$ cat config.mk
export PLATFORM = sky130hd
export DESIGN_NAME = rd_req_splitter
export DESIGN_NICKNAME = d
export VERILOG_FILES = /design/src/rtl/rd_req_splitter.sv
export SDC_FILE = /design/constraint.sdc
export NUM_CORES = 1
export LEC_CHECK = 0
export CAP_MARGIN = 20
export CORE_ASPECT_RATIO = 1.4
export CORE_MARGIN = 2
export CORE_UTILIZATION = 40
export CTS_CLUSTER_DIAMETER = 50
export CTS_CLUSTER_SIZE = 12
export DETAILED_ROUTE_END_ITERATION = 8
export MAX_ROUTING_LAYER = met4
export SYNTH_ARGS = -nofsm -noshare
export SYNTH_HDL_FRONTEND = slang
export SYNTH_SLANG_ARGS = --single-unit
$ cat constraint.sdc
create_clock -name clk -period 14.65 [get_ports clk]
set_clock_uncertainty 0.1 [all_clocks]
set_input_delay 2.93 -clock clk [delete_from_list [all_inputs] [get_ports clk]]
set_output_delay 2.93 -clock clk [all_outputs]
set_load 0.005 [all_outputs]
$ cat src/rtl/rd_req_splitter.sv
// Read-side command stage: splits one strided block-read command into AXI read
// requests of at most MAX_TX_SIZE beats that never cross a 4KB page, then counts
// returned beats and pulses done once the whole block has landed in the inbuf.
module rd_req_splitter #(
   parameter int unsigned ADDR_W        = 32,
   parameter int unsigned AXI_DATA_W    = 64,
   parameter int unsigned TX_SIZE_WIDTH = 10,
   parameter int unsigned MAX_TX_SIZE   = 256,
   parameter int unsigned WORDS_W       = 16,
   parameter int unsigned ROWS_W        = 16
) (
   input  logic                     clk,
   input  logic                     reset,
   input  logic                     cmd_valid,
   output logic                     cmd_ready,
   input  logic [ADDR_W-1:0]        cmd_addr,
   input  logic [WORDS_W-1:0]       cmd_words,
   input  logic [ROWS_W-1:0]        cmd_rows,
   input  logic [ADDR_W-1:0]        cmd_stride,
   output logic                     rd_req,
   input  logic                     rd_ready,
   output logic [ADDR_W-1:0]        rd_addr,
   output logic [TX_SIZE_WIDTH-1:0] rd_req_size,
   input  logic                     inbuf_push,
   output logic                     busy,
   output logic                     done
);

   localparam int unsigned BYTES      = AXI_DATA_W / 8;
   localparam int unsigned LOG2B      = $clog2(BYTES);
   localparam int unsigned PAGE_BEATS = 4096 / BYTES;
   localparam int unsigned PAGE_W     = $clog2(PAGE_BEATS + 1);
   localparam int unsigned TOT_W      = ROWS_W + WORDS_W;
   localparam int unsigned BW0        = (WORDS_W > TX_SIZE_WIDTH) ? WORDS_W : TX_SIZE_WIDTH;
   localparam int unsigned BW1        = (PAGE_W > BW0) ? PAGE_W : BW0;
   // Beat arithmetic width: one bit of headroom over every beat-count operand
   localparam int unsigned BW         = BW1 + 1;
   localparam logic [ADDR_W-1:0] ALIGN_MASK = ~ADDR_W'(BYTES - 1);

   localparam logic [2:0] S_IDLE  = 3'd0;
   localparam logic [2:0] S_CALC  = 3'd1;
   localparam logic [2:0] S_ISSUE = 3'd2;
   localparam logic [2:0] S_DRAIN = 3'd3;
   localparam logic [2:0] S_DONE  = 3'd4;

   logic [2:0]               state,       state_n;
   logic [ADDR_W-1:0]        row_base,    row_base_n;
   logic [ADDR_W-1:0]        cur_addr,    cur_addr_n;
   logic [ADDR_W-1:0]        stride_q,    stride_q_n;
   logic [WORDS_W-1:0]       words_q,     words_q_n;
   logic [WORDS_W-1:0]       row_rem,     row_rem_n;
   logic [ROWS_W-1:0]        rows_left,   rows_left_n;
   logic [TOT_W-1:0]         total,       total_n;
   logic [TOT_W-1:0]         rx_count,    rx_count_n;
   logic                     rd_req_n;
   logic [ADDR_W-1:0]        rd_addr_n;
   logic [TX_SIZE_WIDTH-1:0] rd_req_size_n;
   logic                     busy_n;
   logic                     done_n;
   logic                     cmd_ready_n;

   logic [11:0]              page_off;
   logic [BW-1:0]            page_left;
   logic [BW-1:0]            chunk_c;
   logic [BW-1:0]            rem_after;
   logic [ADDR_W-1:0]        next_row;
   logic [TOT_W-1:0]         cmd_total;
   logic                     in_cmd;

   // Chunk size for the next request: row remainder, max burst and 4KB page room
   always_comb begin
      page_off  = cur_addr[11:0] >> LOG2B;
      page_left = BW'(PAGE_BEATS) - BW'(page_off);
      chunk_c   = BW'(row_rem);
      if (BW'(MAX_TX_SIZE) < chunk_c) chunk_c = BW'(MAX_TX_SIZE);
      if (page_left < chunk_c)        chunk_c = page_left;
   end

   // Next-state and next-register values
   always_comb begin
      state_n       = state;
      row_base_n    = row_base;
      cur_addr_n    = cur_addr;
      stride_q_n    = stride_q;
      words_q_n     = words_q;
      row_rem_n     = row_rem;
      rows_left_n   = rows_left;
      total_n       = total;
      rx_count_n    = rx_count;
      rd_addr_n     = rd_addr;
      rd_req_size_n = rd_req_size;
      rem_after     = BW'(row_rem) - BW'(rd_req_size);
      next_row      = row_base + stride_q;
      cmd_total     = TOT_W'(cmd_words) * TOT_W'(cmd_rows);
      in_cmd        = (state == S_CALC) || (state == S_ISSUE) || (state == S_DRAIN);

      // returned beats count only while a command is in flight, saturating at total
      if (in_cmd && inbuf_push && (rx_count != total)) rx_count_n = rx_count + TOT_W'(1);

      case (state)
         S_IDLE: begin
            if (cmd_valid) begin
               row_base_n  = cmd_addr & ALIGN_MASK;
               cur_addr_n  = cmd_addr & ALIGN_MASK;
               stride_q_n  = cmd_stride;
               words_q_n   = cmd_words;
               row_rem_n   = cmd_words;
               rows_left_n = cmd_rows;
               total_n     = cmd_total;
               rx_count_n  = '0;
               state_n     = (cmd_total == '0) ? S_DRAIN : S_CALC;
            end
         end
         S_CALC: begin
            rd_addr_n     = cur_addr;
            rd_req_size_n = TX_SIZE_WIDTH'(chunk_c);
            state_n       = S_ISSUE;
         end
         S_ISSUE: begin
            if (rd_ready) begin
               if (rem_after == '0) begin
                  row_base_n  = next_row;
                  cur_addr_n  = next_row;
                  row_rem_n   = words_q;
                  rows_left_n = rows_left - ROWS_W'(1);
                  state_n     = (rows_left == ROWS_W'(1)) ? S_DRAIN : S_CALC;
               end else begin
                  cur_addr_n  = cur_addr + (ADDR_W'(rd_req_size) << LOG2B);
                  row_rem_n   = WORDS_W'(rem_after);
                  state_n     = S_CALC;
               end
            end
         end
         S_DRAIN: begin
            if (rx_count == total) state_n = S_DONE;
         end
         S_DONE: begin
            state_n = S_IDLE;
         end
         default: begin
            state_n = S_IDLE;
         end
      endcase

      rd_req_n    = (state_n == S_ISSUE);
      busy_n      = (state_n == S_CALC) || (state_n == S_ISSUE) || (state_n == S_DRAIN);
      done_n      = (state_n == S_DONE);
      cmd_ready_n = (state_n == S_IDLE);
   end

   // State, datapath and registered outputs with synchronous active-low reset
   always_ff @(posedge clk) begin
      if (!reset) begin
         state       <= S_IDLE;
         row_base    <= '0;
         cur_addr    <= '0;
         stride_q    <= '0;
         words_q     <= '0;
         row_rem     <= '0;
         rows_left   <= '0;
         total       <= '0;
         rx_count    <= '0;
         rd_req      <= 1'b0;
         rd_addr     <= '0;
         rd_req_size <= '0;
         busy        <= 1'b0;
         done        <= 1'b0;
         cmd_ready   <= 1'b1;
      end else begin
         state       <= state_n;
         row_base    <= row_base_n;
         cur_addr    <= cur_addr_n;
         stride_q    <= stride_q_n;
         words_q     <= words_q_n;
         row_rem     <= row_rem_n;
         rows_left   <= rows_left_n;
         total       <= total_n;
         rx_count    <= rx_count_n;
         rd_req      <= rd_req_n;
         rd_addr     <= rd_addr_n;
         rd_req_size <= rd_req_size_n;
         busy        <= busy_n;
         done        <= done_n;
         cmd_ready   <= cmd_ready_n;
      end
   end

endmodule
After elaboration in Yosys (flattened, before gate mapping) --
Index checks and enable logic that the tools add are counted.
Storage, ports and cells: flip-flop bits (word level) 257, latch bits 0, memory bits (writable) 0, memory bits (read-only) 0, bits of input ports 101, output and inout bits 46, word-level logic and storage cells 78, memories 0
Operators by class: add/sub/neg operators 6, multiply operators 1, div/mod/pow operators 0, $lt $le $gt $ge 2, equal/unequal tests 13, shifts and indexed selects 0, mux-type cells 27, bitwise logic cells 0, reductions and logical operators 14
Operators by type and width (number):
- 32-bit two-way mux | 8
- 32-bit case mux with 2 select lines | 2
- 16-bit two-way mux | 7
- 16-bit case mux with 2 select lines | 2
- 32-bit by 1-bit adder with 32-bit output (second input constant) | 1
- 32-bit by 13-bit adder with 32-bit output | 1
- 32-bit adder | 1
- 32-bit equality test | 1
- 32-bit logical NOT | 1
- 16-bit by 16-bit multiplier with 32-bit output | 1
- 32-bit != test | 1
- 17-bit logical NOT | 1
- 17-bit by 16-bit less-than comparator with 1-bit output | 1
- 16-bit by 10-bit subtractor with 17-bit output | 1
- 16-bit by 1-bit equality test with 1-bit output (second input constant) | 1
- 9-bit by 16-bit less-than comparator with 1-bit output (first input constant) | 1
- 16-bit by 1-bit subtractor with 16-bit output (second input constant) | 1
- 3-bit by 2-bit equality test with 1-bit output (second input constant) | 4
- 3-bit case mux with 4 select lines | 1
- 10-bit by 9-bit subtractor with 11-bit output (first input constant) | 1
- 10-bit two-way mux | 1
- 3-bit two-way mux | 3
- 3-bit by 1-bit equality test with 1-bit output (second input constant) | 2
- 3-bit logical NOT | 2
- 10 further kinds | 17

Depth between registers and ports, before layout --
Gate-level depths: netlist (run 1).
depth in word-level cells 8, depth in mapped cells 27, mapped depth without buffers 23

Least setup slack after synthesis (run 1) --
No wires, ideal clock.
path kind input-to-reg, from input cmd_words[12], to register rd_req, library setup time 0.061 ns, data arrival time 9.394 ns, data required time 14.489 ns, setup slack 5.095 ns, stages 22, cell sequence clkbuf_1 clkbuf_1 nand2_1 fa_1 fa_1 fa_1 fa_1 fa_1 fa_1 inv_1 ha_1 buf_6 a21oi_4 a21boi_2 a311oi_4 o211ai_4 a2111oi_4 xnor2_1 or4b_1 or4_1 nand2_1 and4_1
On the way: word-level cells in the longest chain between the ends 6
Ends and longest elaborated chain:
- from (decl) | RTL line 17 | input logic [WORDS_W-1:0] cmd_words,
- 16-bit by 16-bit multiplier with 32-bit output | RTL line 94 | cmd_total = TOT_W'(cmd_words) * TOT_W'(cmd_rows);
- 32-bit logical NOT | RTL line 111 | state_n = (cmd_total == '0) ? S_DRAIN : S_CALC;
- 2-bit two-way mux | RTL line 111
- 3-bit two-way mux | RTL line 102 | if (cmd_valid) begin
- 3-bit case mux with 4 select lines | RTL line 100 | case (state)
- 3-bit by 2-bit equality test with 1-bit output | RTL line 145 | rd_req_n = (state_n == S_ISSUE);
- to (signal assigned) | RTL line 179 | rd_req <= rd_req_n;
- to (decl) | RTL line 20 | output logic rd_req,
No other way between the ends. A chain may end at the register's enable or synchronous reset.

Final worst setup path (run 1) --
Same ends and word-level chain as after synthesis.

==> results of run 1 <==
[layout make-up]
cell class	instances	area share (%)
Clock inverter	18	1.026
Tap cell	735	3.526
Inverter	212	3.060
Antenna cell	2	0.01919
Clock buffer	41	3.439
Sequential cell	257	19.72
Timing Repair Buffer	168	6.245
Multi-Input combinational cell	2268	62.96
[how the worst max path moves through the flow]
stage	cells after the start	slack [ns]	end	from
5_1_grt	20	3.40	rd_req	cmd_words[12]
3_3_place_gp	20	3.31	rd_req	cmd_words[12]
2_1_floorplan	22	5.10	rd_req	cmd_words[12]
4_1_cts	20	3.79	rd_req	cmd_words[12]
3_5_place_dp	20	3.24	rd_req	cmd_words[12]
6_report	20	3.86	rd_req	cmd_words[12]
[power by group]
group / internal [µW] / total, µW / switching, µW / leakage (µW)
combinational: 1530 / 3980 / 2450 / 0.00784
clock: 532 / 884 / 352 / 0.000562
sequential: 774 / 845 / 71.7 / 0.00210
[flip-flops by register name, summed over array words and instances (netlist names), 16 cells and up]
name	cells
total	32
rows_left	16
row_rem	16
stride_q	32
rx_count	32
rd_addr	32
cur_addr	32
row_base	32
words_q	16
[synthesized netlist by cell type, types with 6 or more instances]
master	count
nand2_1	590
a21oi_1	265
dfxtp_1	257
inv_1	211
fa_1	197
ha_1	168
nor2_1	164
clkbuf_1	160
o21ai_0	114
and2_1	96
xnor2_1	90
nand3_1	58
xor2_1	51
nor3_1	50
nand4_1	33
a211oi_1	32
a21o_1	30
a31oi_1	28
o211ai_1	27
nor4_1	26
and3_1	23
o31ai_1	15
o21bai_1	14
or3_1	14
o21a_1	12
a311oi_1	10
mux2i_1	10
nor2b_1	10
nand2b_1	8
a211o_1	7
a221oi_1	7
or2_2	6
[per-layer routing]
metal  vias up  global-route usage [%]  wire length (µm)
met1     10200                   26.10             26430
met4         0                   12.93              4084
met3       207                   3.011              2939
li1       9899                       -                 -
met5         -                       -                 0
met2       564                   48.98             40350
[per-stage QoR]
stage	hold WS, ns	worst slack, ns	util (%)	power (µW)
6_report	0.3511	3.860	46.11	5706
5_1_grt	0.3723	3.403	46.11	6252
4_1_cts	0.3550	3.785	46.03	5725
3_5_place_dp	0.3467	3.236	43.97	4794
3_3_place_gp	0.3417	3.310	43.97	4771
2_1_floorplan	0.3321	5.095	-	3834
[critical path, delay by kind of cell]
kind,cells,cell delay [ns]
compound gates,2,1.07
buf+inv,2,1.11
fa+ha+maj,7,3.56
simple gates,9,2.48
[logic make-up (layout without fill, tap and decap cells)]
group                      Yosys count  count (layout)
buffers and inverters              382             439
xor gates and xnor gates           141             141
adders and majority gates          365             365
other                                1               3
DFF                                257             257
and+or+nand+nor                   1108            1108
AOI/OAI and AO/OA                  642             642
muxes                               11              11
==> metrics.txt, run 1 <==
worst hold endpoint=rd_addr[2]; Synth Area in Compound Gates=~18%; PortBufs=~140; Die W=just over 200 µm; Tot GR Track Use=approximately a quarter; CTS Buffer Depth=3; Clock transition at path regs=around 0.060 ns; min Tclk post-route=10.79 ns; CTS root buf=clkbuf_16; max-cap check violation count=0; ys async rst share=0%; Worst R2R Setup Slack=approximately 10 ns; Reg area=approximately 5100 µm²; RR Startpoint=row_rem[0]; crit share post-route=73.65%; commonest non-fill, non-tap cell in the layout=nand2_1; FF-to-FF End=rows_left[9]; largest net degree at the start of global routing=87; Max Slew Vio Count=0; Synth Area in Adders=a little over a quarter; Post-CTS Setup Bufs=0; Slew @ Worst Pin=1.060 ns; Site Rows=between 100 and 150; most frequent cell on the critical path=fa_1; synthesized area per cell=a little under 8 µm²; antenna-violating nets left=0; Peak VDD IR=about 180 µV; Max FO, Critical Path=18; Setup TNS=0 ns; finished layout cell area=~26000 µm²; most frequent cells in the layout=nand2_1 (589), a21oi_1 (265), dfxtp_1 (257); post-synth net total=approximately 3400; Worst Hold Class=reg2reg; Max Clk Rate=between 90 and 100 MHz; mux share of post-synthesis cell area=0.4846%; DP Area=24880 µm²; drt total wl=73.81 mm; RePlAce Congestion=approximately 0.93; Overflow after GRT=0; Via density=approximately 5.6; multi-input logic area=approximately 16000 µm²; clock sink count=257; count of different cell masters after synthesis=between 80 and 90; XOR/XNOR share of the synthesized area=5.375%; core footprint=~57000 µm²; Starting Density=approximately 41%; DR WL/cell=19.94 µm; Req. time, crit path=15.04 ns; Post-CTS Resized=0; flops & latches, synth=about 260; initial antenna violation count=2; HPWL after DPL=about 57 mm; worst skew pair latency=0.56 ns; outcome=complete, no violations; Critical Path AT=between 10 and 15 ns; hold wc startpoint=cur_addr[2]; first-pass GRT wire length=~120 mm; CTS Buf Count=34; layout cells sized above 1=between 3 and 4%; H-tree depth=2; Top Ports=147; hold path cells=2; Layout Cells excl Fill=~3700; relative slew slack=about 29%; die height=approximately 290 µm; die area=between 50000 and 60000 µm²; Max stage delay on crit path=~1.1 ns; total number of vias=about 21000; crit end category=flip-flop; EDFF count, synth=0; slowest stage cell, crit path=clkdlybuf4s50_1; CTS Hold Bufs=0; mapped cell area=22980 µm²; # DRC=0; vias in the first global route=21880; Pleak=between 0.01 and 0.015 µW; R2R cell count=14; largest family of logic cells by synthesized area=adder cells; RSZ-0062 raised after global routing=no; Area contributors post-synth=dfxtp_1 (22%), fa_1 (17%), nand2_1 (9.6%); FILL cells=~5600; sequential fraction of the synthesis area=between 20 and 25%; drt first pass iters=7; DRT iter0 DRCs=1003; Synthesis Warnings=0; Yosys top cell area share=22.39%; synthesized instance count=a little under 3000; # placed instances=3637; CTS tree=done; Fin. Hold Viols=0; PD cells=around 220 nW/µm²; Worst Setup Path Type=in2reg; area leader, netlist=dfxtp_1; critical path launch point type=primary input; Final nets=~3400; Post-Synth Simple-Gate Area=between 20% and 30%; Setup violations, final=0; crit-path cells=clkdlybuf4s50_1 -> nand2_1 -> fa_1 -> fa_1 -> fa_1 -> fa_1 -> fa_1 -> fa_1 -> inv_1 -> ha_1 -> nand4_1 -> nor2_1 -> o21ai_0 -> and2_0 -> o311ai_0 -> nor4b_1 -> nand4_1 -> or4_1 -> nand2_1 -> and4_1; layout overhead on the synthesized area=13.53%; ys flop type=dfxtp_1
Note: power is estimated with default switching activity, not from simulation.
==> run 2, diff against run 1 <==
- clock period: 14.65 -> 9.3 ns (I/O delays scaled with it)
==> run 2 against run 1 <==
Global-route usage rose by 0.23 points. Sequential share of layout area fell by 0.88 points. Non-clock buffer count rose by 152. Combinational power rose by 94%. Sequential power rose by 59%. Critical endpoint unchanged. Highest routed layer unchanged.
==> metrics.txt, run 2 (same netlist as run 1, synthesis figures left out) <==
outcome=complete, no violations; Setup violations, final=0; Tot GR Track Use=a little over a quarter; layout overhead on the synthesized area=18.82%; max-cap check violation count=0; CTS Buf Count=31; first-pass GRT wire length=around 120 mm; FF-to-FF End=cur_addr[17]; clock sink count=approximately 260; DR WL/cell=19.60 µm; Clock transition at path regs=~0.060 ns; worst hold endpoint=rd_addr[19]; # placed instances=between 3000 and 4000; die height=approximately 290 µm; worst skew pair latency=a little under 0.6 ns; initial antenna violation count=1; RePlAce Congestion=about 0.93; Starting Density=roughly 41%; Layout Cells excl Fill=roughly 3800; Req. time, crit path=between 9 and 10 ns; Int Pwr=approximately 5500 µW; antenna-violating nets left=0; CTS Buffer Depth=3; crit end category=flip-flop; Fin. Hold Viols=0; Post-CTS Resized=0; relative slew slack=30.57%; Worst Setup Path Type=in2reg; Max FO, Critical Path=7; hold path cells=2; critical path launch point type=primary input; Worst Hold Class=reg2reg; total net switching power=between 4000 and 5000 µW; WHS=0.3528 ns; RSZ-0062 raised after global routing=no; Via density=5.526; Pleak=approximately 0.011 µW; Post-CTS Setup Bufs=0; RR Startpoint=row_rem[0]; Sw Share=roughly 46%; vias in the first global route=around 22000; commonest non-fill, non-tap cell in the layout=nand2_1; DRT iter0 DRCs=1030; Place WS=-0.1194 ns; Logic pwr share=about three quarters; total number of vias=roughly 21000; FILL cells=approximately 5600; die area=roughly 59000 µm²; CTS root buf=clkbuf_16; Max Clk Rate=114.0 MHz; Overflow after GRT=0; layout cells sized above 1=8.395%; Max Slew Vio Count=0; R2R cell count=12; min Tclk post-route=roughly 9 ns; CTS Hold Bufs=0; PD cells=around 380 nW/µm²; Final WS setup=about 0.53 ns; Critical Path AT=about 9.2 ns; Site Rows=103; Worst R2R Setup Slack=about 4.6 ns; core footprint=roughly 57000 µm²; Peak VDD IR=approximately 370 µV; drt total wl=approximately 75 mm; HPWL after DPL=60.44 mm; CTS tree=done; largest net degree at the start of global routing=70; drt first pass iters=5; Final nets=roughly 3600; hold wc startpoint=rd_addr[19]; Slew @ Worst Pin=between 1 and 1.5 ns; most frequent cells in the layout=nand2_1 (589), a21oi_1 (265), dfxtp_1 (257); Die W=about 210 µm; # DRC=0; Top Ports=~150; crit share post-route=between 90% and 100%; share of power burned in registers=between 10% and 20%; H-tree depth=1; Final Core Density=approximately half; Clock Power Share=~12%; PortBufs=about 140
-- run 2: worst max-delay path by stage --
stage,start,to,slack (ns),cells past startpoint
finish,cmd_rows[6],rd_req,0.53,25
global route,cmd_rows[6],cmd_ready,0.11,25
CTS,cmd_rows[6],rd_req,0.44,25
detailed placement,cmd_rows[6],rd_req,-0.12,25
global placement,cmd_rows[12],rd_req,-0.08,23
floorplan,cmd_words[12],rd_req,0.82,22
-- run 2: cell type report --
class | count | area, µm² | area share [%]
Sequential cell | 257 | 5145 | 18.84
Clock inverter | 15 | 202.7 | 0.7424
Tap cell | 735 | 919.6 | 3.368
Multi-Input combinational cell | 2268 | 16420 | 60.15
Timing Repair Buffer | 320 | 2963 | 10.85
Clock buffer | 37 | 838.3 | 3.070
Inverter | 212 | 798.3 | 2.924
Antenna cell | 5 | 12.51 | 0.04583
-- run 2: power groups by stage --
| stage | logic, µW | registers, µW | clock network, µW |
|---|---|---|---|
| 3_5_place_dp | 7760 | 1360 | 0 |
| 5_1_grt | 8590 | 1340 | 1320 |
| 6_report | 7720 | 1340 | 1260 |
| 2_1_floorplan | 4730 | 1310 | 0 |
| 4_1_cts | 7830 | 1330 | 1280 |
| 3_3_place_gp | 7760 | 1360 | 0 |
-- run 2: metrics by stage --
stage          total power (µW)  TNS (ns)  instance area, µm²
2_1_floorplan              6039         0               22980
4_1_cts                   10450         0               27260
3_3_place_gp               9113   -0.1560               26220
6_report                  10310         0               27300
3_5_place_dp               9122   -0.2666               26220
5_1_grt                   11260         0               27290
-- run 2: worst max-delay path, cell delays in order --
cell	delay, ns
clkdlybuf4s50_1	0.59
buf_4	0.16
buf_4	0.14
buf_4	0.14
nand2_1	0.07
fa_1	0.40
fa_1	0.44
fa_1	0.52
fa_1	0.58
fa_1	0.44
fa_1	0.50
inv_1	0.04
ha_1	0.42
nand2_1	0.13
nor4_1	0.35
a221oi_1	0.18
buf_4	0.17
a21oi_1	0.16
buf_4	0.15
o21ai_0	0.12
a222oi_1	0.43
nand4_1	0.13
or4_1	0.68
nand2_1	0.17
and4_1	0.20
-- run 2: per-layer routing --
metal  GRT usage (%)  routed length [µm]  vias up
li1                -                   -    10200
met1           26.35               26950    10340
met2           49.74               41500      537
met3           2.083                2481      191
met4           13.80                4515        0
met5               -                   0        -
